`src/rtl/hazard_ctrl.sv`:
```
// hazard_ctrl: stall/flush sequencing for load-use, shared-memory and branch hazards.
module hazard_ctrl #(
  parameter int MEM_WAIT = 2,
  parameter int CNT_W    = 16
) (
  input  logic             Clk,
  input  logic             Rst,
  input  logic [3:0]       IdReadIndex1,
  input  logic [3:0]       IdReadIndex2,
  input  logic             IdUses1,
  input  logic             IdUses2,
  input  logic             ExMemRead,
  input  logic [3:0]       ExRegWriteIndex,
  input  logic             MemAccess,
  input  logic             BranchTaken,
  output logic             PcHold,
  output logic             IfIdHold,
  output logic             IfIdFlush,
  output logic             IdExPause,
  output logic             IdExFlush,
  output logic             Busy,
  output logic [CNT_W-1:0] StallCnt
);
  typedef enum logic [1:0] {S_RUN, S_REPLAY, S_WAIT} state_t;
  // Deferred wait (after a branch) holds all MEM_WAIT cycles in S_WAIT; a direct one spends its first in RUN.
  localparam logic [3:0] WAIT_FULL = 4'(MEM_WAIT);
  localparam logic [3:0] WAIT_RUN  = 4'(MEM_WAIT - 1);
  state_t state_q, state_d;
  logic [3:0] wait_q, wait_d;
  logic [CNT_W-1:0] cnt_q;
  logic lu, pc_hold, ifid_hold, ifid_flush, pause, idex_flush;
  assign lu = ExMemRead & ((IdUses1 & (IdReadIndex1 == ExRegWriteIndex)) |
                           (IdUses2 & (IdReadIndex2 == ExRegWriteIndex)));
  always_comb begin
    state_d    = state_q;
    wait_d     = wait_q;
    pc_hold    = 1'b0;
    ifid_hold  = 1'b0;
    ifid_flush = 1'b0;
    pause      = 1'b0;
    idex_flush = 1'b0;
    case (state_q)
      S_WAIT: begin
        pc_hold    = 1'b1;
        ifid_flush = 1'b1;
        idex_flush = BranchTaken;
        wait_d     = wait_q - 4'd1;
        state_d    = (wait_q <= 4'd1) ? S_RUN : S_WAIT;
      end
      default: begin
        state_d = S_RUN;
        if (BranchTaken) begin
          ifid_flush = 1'b1;
          idex_flush = 1'b1;
          if (MemAccess) begin
            state_d = S_WAIT;
            wait_d  = WAIT_FULL;
          end
        end else if (MemAccess) begin
          pc_hold    = 1'b1;
          ifid_flush = 1'b1;
          wait_d     = WAIT_RUN;
          state_d    = (MEM_WAIT > 1) ? S_WAIT : S_RUN;
        end else if (lu && state_q == S_RUN) begin
          pause     = 1'b1;
          pc_hold   = 1'b1;
          ifid_hold = 1'b1;
          state_d   = S_REPLAY;
        end
      end
    endcase
  end
  always_ff @(posedge Clk or negedge Rst) begin
    if (!Rst) begin
      state_q <= S_RUN;
      wait_q  <= '0;
      cnt_q   <= '0;
    end else begin
      state_q <= state_d;
      wait_q  <= wait_d;
      if (PcHold && cnt_q != '1) cnt_q <= cnt_q + CNT_W'(1);
    end
  end
  assign PcHold    = Rst & pc_hold;
  assign IfIdHold  = Rst & ifid_hold;
  assign IfIdFlush = Rst & ifid_flush;
  assign IdExPause = Rst & pause;
  assign IdExFlush = Rst & idex_flush;
  assign Busy      = Rst & (state_q != S_RUN);
  assign StallCnt  = cnt_q;
endmodule

```
`config.mk`:
```
export PLATFORM = sky130hd
export DESIGN_NAME = hazard_ctrl
export DESIGN_NICKNAME = d
export VERILOG_FILES = /design/src/rtl/hazard_ctrl.sv
export SDC_FILE = /design/constraint.sdc
export NUM_CORES = 1
export LEC_CHECK = 0
export ABC_AREA = 1
export CAP_MARGIN = 30
export CORE_MARGIN = 2
export CORE_UTILIZATION = 65
export DETAILED_ROUTE_END_ITERATION = 7
export DONT_BUFFER_PORTS = 1
export PLACE_DENSITY = 0.81
export SYNTH_ARGS = -nofsm -noshare
export SYNTH_HDL_FRONTEND = slang
export SYNTH_SLANG_ARGS = --single-unit
```
`constraint.sdc`:
```
create_clock -name Clk -period 2.7 [get_ports Clk]
set_input_delay 0.27 -clock Clk [delete_from_list [all_inputs] [get_ports Clk]]
set_output_delay 0.27 -clock Clk [all_outputs]
set_load 0.05 [all_outputs]
```
**Yosys cells after proc, flatten, opt, wreduce, memory -nomap -nowiden**

Index checks and enable logic that the tools add are counted.

- Output and inout bits: 22
- Input bits: 19
- Register bits after elaboration: 22

- Add/sub/neg operators: 2
- $lt $le $gt $ge: 1
- Reduce and logical (&&, ||, !) cells: 5
- Equal/unequal tests: 4
- Muxes and demuxes: 22
- Bitwise gates (word level): 9

Operator list:

| cell | count |
|---|---|
| 16-bit by 1-bit adder with 16-bit output, second input constant | 1 |
| 4-bit two-way mux | 4 |
| 16-bit != test, second input constant | 1 |
| 1-bit two-way mux | 13 |
| 2-bit two-way mux | 5 |
| 1-bit bitwise AND | 8 |
| 4-bit equality test | 2 |
| 4-bit by 1-bit less-or-equal comparator with 1-bit output, second input constant | 1 |
| 2-bit nonzero test | 2 |
| 4-bit by 1-bit subtractor with 4-bit output, second input constant | 1 |
| 2-bit equality test, second input constant | 1 |
| 1-bit logical AND | 2 |
| 2-bit logical NOT | 1 |
| 1-bit bitwise OR | 1 |

**Depth between registers and ports, before layout**

- Word-level depth: 11
- Mapped depth: 12
- Depth with buffers taken out: 11

**Worst setup path before layout**

OpenSTA, ideal clock, no wires.

- Kind: register to output
- Start: register state_q[1]
- End: output port IfIdHold
- Required time: 2430 ps
- Setup slack: -341 ps
- Cell stages (with the launch flop): 7
- Data arrival time: 2771 ps
- Path through: dfrtp_1 > inv_2 > nor2_1 > nor2_1 > inv_1 > nor4_1 > buf_4

- Longest elaborated chain between the ends: 7
- Elaborated cells between the ends (all ways): 8

Ends and longest elaborated chain:

| element | line | text |
|---|---|---|
| start: declaration | 28 | `state_t state_q, state_d;` |
| start signal: assignment | 79 | `state_q <= state_d;` |
| 2-bit logical NOT | 64 | `end else if (lu && state_q == S_RUN) begin` |
| 1-bit logical AND | 64 |  |
| 1-bit two-way mux (3 in a row) | n/a |  |
| 1-bit two-way mux * | n/a |  |
| 1-bit bitwise AND * | n/a |  |
| end: declaration | 17 | `output logic IfIdHold,` |

Mark *: on every way between the ends. The rest lies on a longest branch, timed or not.

**Final worst setup path**

- Start: register state_q[1]
- End: output port PcHold

- Longest elaborated chain between the ends: 7
- Elaborated cells between the ends (all ways): 8

Ends and longest elaborated chain:

| element | line | text |
|---|---|---|
| 2-bit logical NOT | 64 |  |
| 1-bit logical AND | 64 |  |
| 1-bit two-way mux | 64 |  |
| 1-bit two-way mux | 59 | `end else if (MemAccess) begin` |
| 1-bit two-way mux | 52 | `if (BranchTaken) begin` |
| 1-bit two-way mux * | 42 | `case (state_q)` |
| 1-bit bitwise AND * | 84 | `assign PcHold = Rst & pc_hold;` |
| end: declaration | 16 | `output logic PcHold,` |

Marks and branches as above.

==> results_dict.tcl <==
set metrics [dict create \
    relSlewSlack 0.407 \
    cp_common_cell "inv_2" \
    gr-total-overflow 0 \
    critPathLaunchType "flip-flop" \
    cts_resized 0 \
    final_max_slew_viol_count 0 \
    routed_wl_mm 3.56 \
    rows 17 \
    fin_crit_sh 0.820 \
    cap_violations 0 \
    dr.first_iter.drc_count 59 \
    arrival_ns 1.95 \
    cts_buffers 3 \
    crit_cells 6 \
    crit_slowest_cell "a21oi_4" \
    p_sw_frac 0.476 \
    routedWlPerCell_um 13.7 \
    wl_met2_mm 1.74 \
    clk_pin_slew_ns 0.12 \
    synth_edf_count 0 \
    ys_seq_area_frac 0.359 \
    dieArea_um2 2770 \
    diodes 0 \
    clkLatencyLatePin_ns 0.31 \
    wl_met3_um 243 \
    critPathBufInv 3 \
    internal_power_uw 610 \
    grt_max_degree 23 \
    seqPwrFrac 0.386 \
    timing.fmax_mhz 451 \
    cp_max_fo 19 \
    rsz0062_at_grt "false" \
    drc 0 \
    via_per_inst 5.60 \
    fin_nets 256 \
    cpPeakStageDelay_ns 0.43 \
    met1Wirelength_mm 1.51 \
    ios 41 \
    vias 1456 \
    gp_congestion 0.926 \
    ys_types 28 \
    p_per_area_nw_per_um2 667 \
    drive_gt1_frac 0.142 \
    worstSetupPathType "flip-flop to primary output" \
    status "finished, final reports clean" \
    hold_slack_ns 0.0117 \
    ys_warn_count 0 \
    hold_path_class "input pin to flip-flop" \
    cts_tree "yes" \
    critPathRequiredTime_ns 2.43 \
    synth-seq-cells 22 \
    fin_skew_ns 0.00268 \
    fp.dieW_um 52.6 \
    peakVddDrop_uv 713 \
    dp.cells 255 \
    grt_pass1_wl_mm 5.81 \
    area_growth_pct 13.6 \
    synth_area_um2 1540 \
    synthArstFlopShare 1.00 \
    final_cells 260 \
    grt_usage 0.279 \
    p_sw_uw 553 \
    crit_path_end_kind "primary output" \
    hold_depth 1 \
    leakagePower_nw 0.920 \
    cts_buffer_depth 2 \
    worstPathCellList "inv_2, nor2_1, inv_2, a21oi_4, a21boi_1, buf_4" \
    htree_levels 1 \
    hpwl_mm 2.57 \
    clock_power_share 0.132 \
    worst_pin_slew_ns 0.886 \
    first_pass_iters 4 \
    dominantRegCellSynth "dfrtp_1" \
    finalHoldViolCount 0 \
    finalSetupTns_ns 0 \
    finalSetupViolations 0 \
    antenna_found_initial 0 \
    cts.sinks 22 \
    dieHeight_um 52.6 \
    combPwrFrac 0.482 \
    drtAntennaViolNets 0 \
    postSynthCellCount 214 \
    synth_nets 236 \
    routed.top_layer "met4" \
    core_area_um2 2230 \
    grt_pass1_vias 1331 \
    crit_family "compound AO/OA/AOI/OAI gates" \
    io_buffers 0 \
    avgSynthCellArea_um2 7.17 \
    root_buffer "clkbuf_4" \
    initial_core_util 0.687 \
    rr_worst_depth 7 \
    period_minus_slack_ns 2.22 \
]
## path summary, 6_finish.rpt
kind | start | end | slack (ns)
setup / recovery | state_q[1]$_DFF_PN0_ | PcHold | 0.48
hold / removal | BranchTaken | state_q[0]$_DFF_PN0_ | 0.01
setup reg to reg | StallCnt[0]$_DFFE_PN0P_ | StallCnt[7]$_DFFE_PN0P_ | 0.81
hold reg to reg | wait_q[2]$_DFFE_PN0P_ | wait_q[2]$_DFFE_PN0P_ | 0.50
max in group asynchronous | Rst | StallCnt[15]$_DFFE_PN0P_ | 2.14
min in group asynchronous | Rst | StallCnt[14]$_DFFE_PN0P_ | 0.19
## cell type report
type | count | area, um2
Inverter | 24 | 90.1
Sequential cell | 22 | 551
Clock buffer | 3 | 22.5
Timing Repair Buffer | 20 | 170
Tap cell | 28 | 35.0
Multi-Input combinational cell | 163 | 876
Fill cell | 162 | 489
## per-layer routing
layer | vias to the layer above | track usage
met3 | 9 | 0.0371
met2 | 64 | 0.492
li1 | 726 | -
met1 | 657 | 0.360
met4 | 0 | 0.0641
met5 | - | 0
## cells in the mapped netlist (2+ instances only)
library cell  number  share of area
a21oi_1            2         0.0065
ha_1               3          0.024
nand3_1           13          0.042
nand4_1           18          0.073
inv_2              3         0.0073
inv_1             20          0.049
dfrtp_1           22           0.36
buf_2              3         0.0098
nor3_1             2         0.0065
nor2_1            27          0.066
nor4_1             2         0.0081
nand2_1           69           0.17
xor2_1             6          0.034
nand2_2            2         0.0081
o21ai_0            3         0.0098
xnor2_1            7          0.040
## cell usage in the layout, fill, tap and decap left out, types with 2 or more instances in the layout
cell      instances
a21oi_1           2
buf_4            18
clkbuf_4          3
dfrtp_1          22
ha_1              3
inv_1            20
inv_2             3
nand2_1          69
nand2_2           2
nand3_1          13
nand4_1          18
nor2_1           27
nor3_1            2
o21ai_0           3
xnor2_1           7
xor2_1            6
## through the flow
stage	utilization	worst slack [ns]	area [um2]	power [mW]
5_1_grt	0.781	0.331	1740	1.24
6_report	0.781	0.485	1740	1.16
3_5_place_dp	0.755	0.857	1690	0.998
4_1_cts	0.770	0.493	1720	1.16
3_3_place_gp	0.755	0.919	1690	0.968
2_1_floorplan	-	0.316	1540	0.870
## kinds of logic (layout without fill, tap and decap cells)
logic type               after synthesis  count (layout)  synth area share
AO/OA/AOI/OAI                          8               8            0.0375
XOR/XNOR                              13              13            0.0742
adder cells (fa/ha/maj)                3               3            0.0245
buffers and inverters                 29              47            0.0807
flip-flops                            22              22             0.359
multiplexers                           1               1           0.00652
AND/OR/NAND/NOR                      138             138             0.418
## what timing repair did
item	4_1_cts	5_1_grt
hold buffers	1	0
hold endpoints to repair	22	0
buffers inserted	0	0
endpoints found under the setup margin	0	0
## flip-flops by register name, indices dropped and copies added, names as in the netlist
name / flops
state_q: 2
StallCnt: 16
wait_q: 4
## power by group through the flow
stage / Sequential (mW) / Combinational [mW] / Clock [mW]
floorplan: 0.553 / 0.317 / 0
finish: 0.449 / 0.561 / 0.154
global route: 0.459 / 0.617 / 0.167
detailed placement: 0.454 / 0.544 / 0
global placement: 0.448 / 0.520 / 0
CTS: 0.447 / 0.554 / 0.154
No activity file was read; power rests on OpenSTA's default activity.
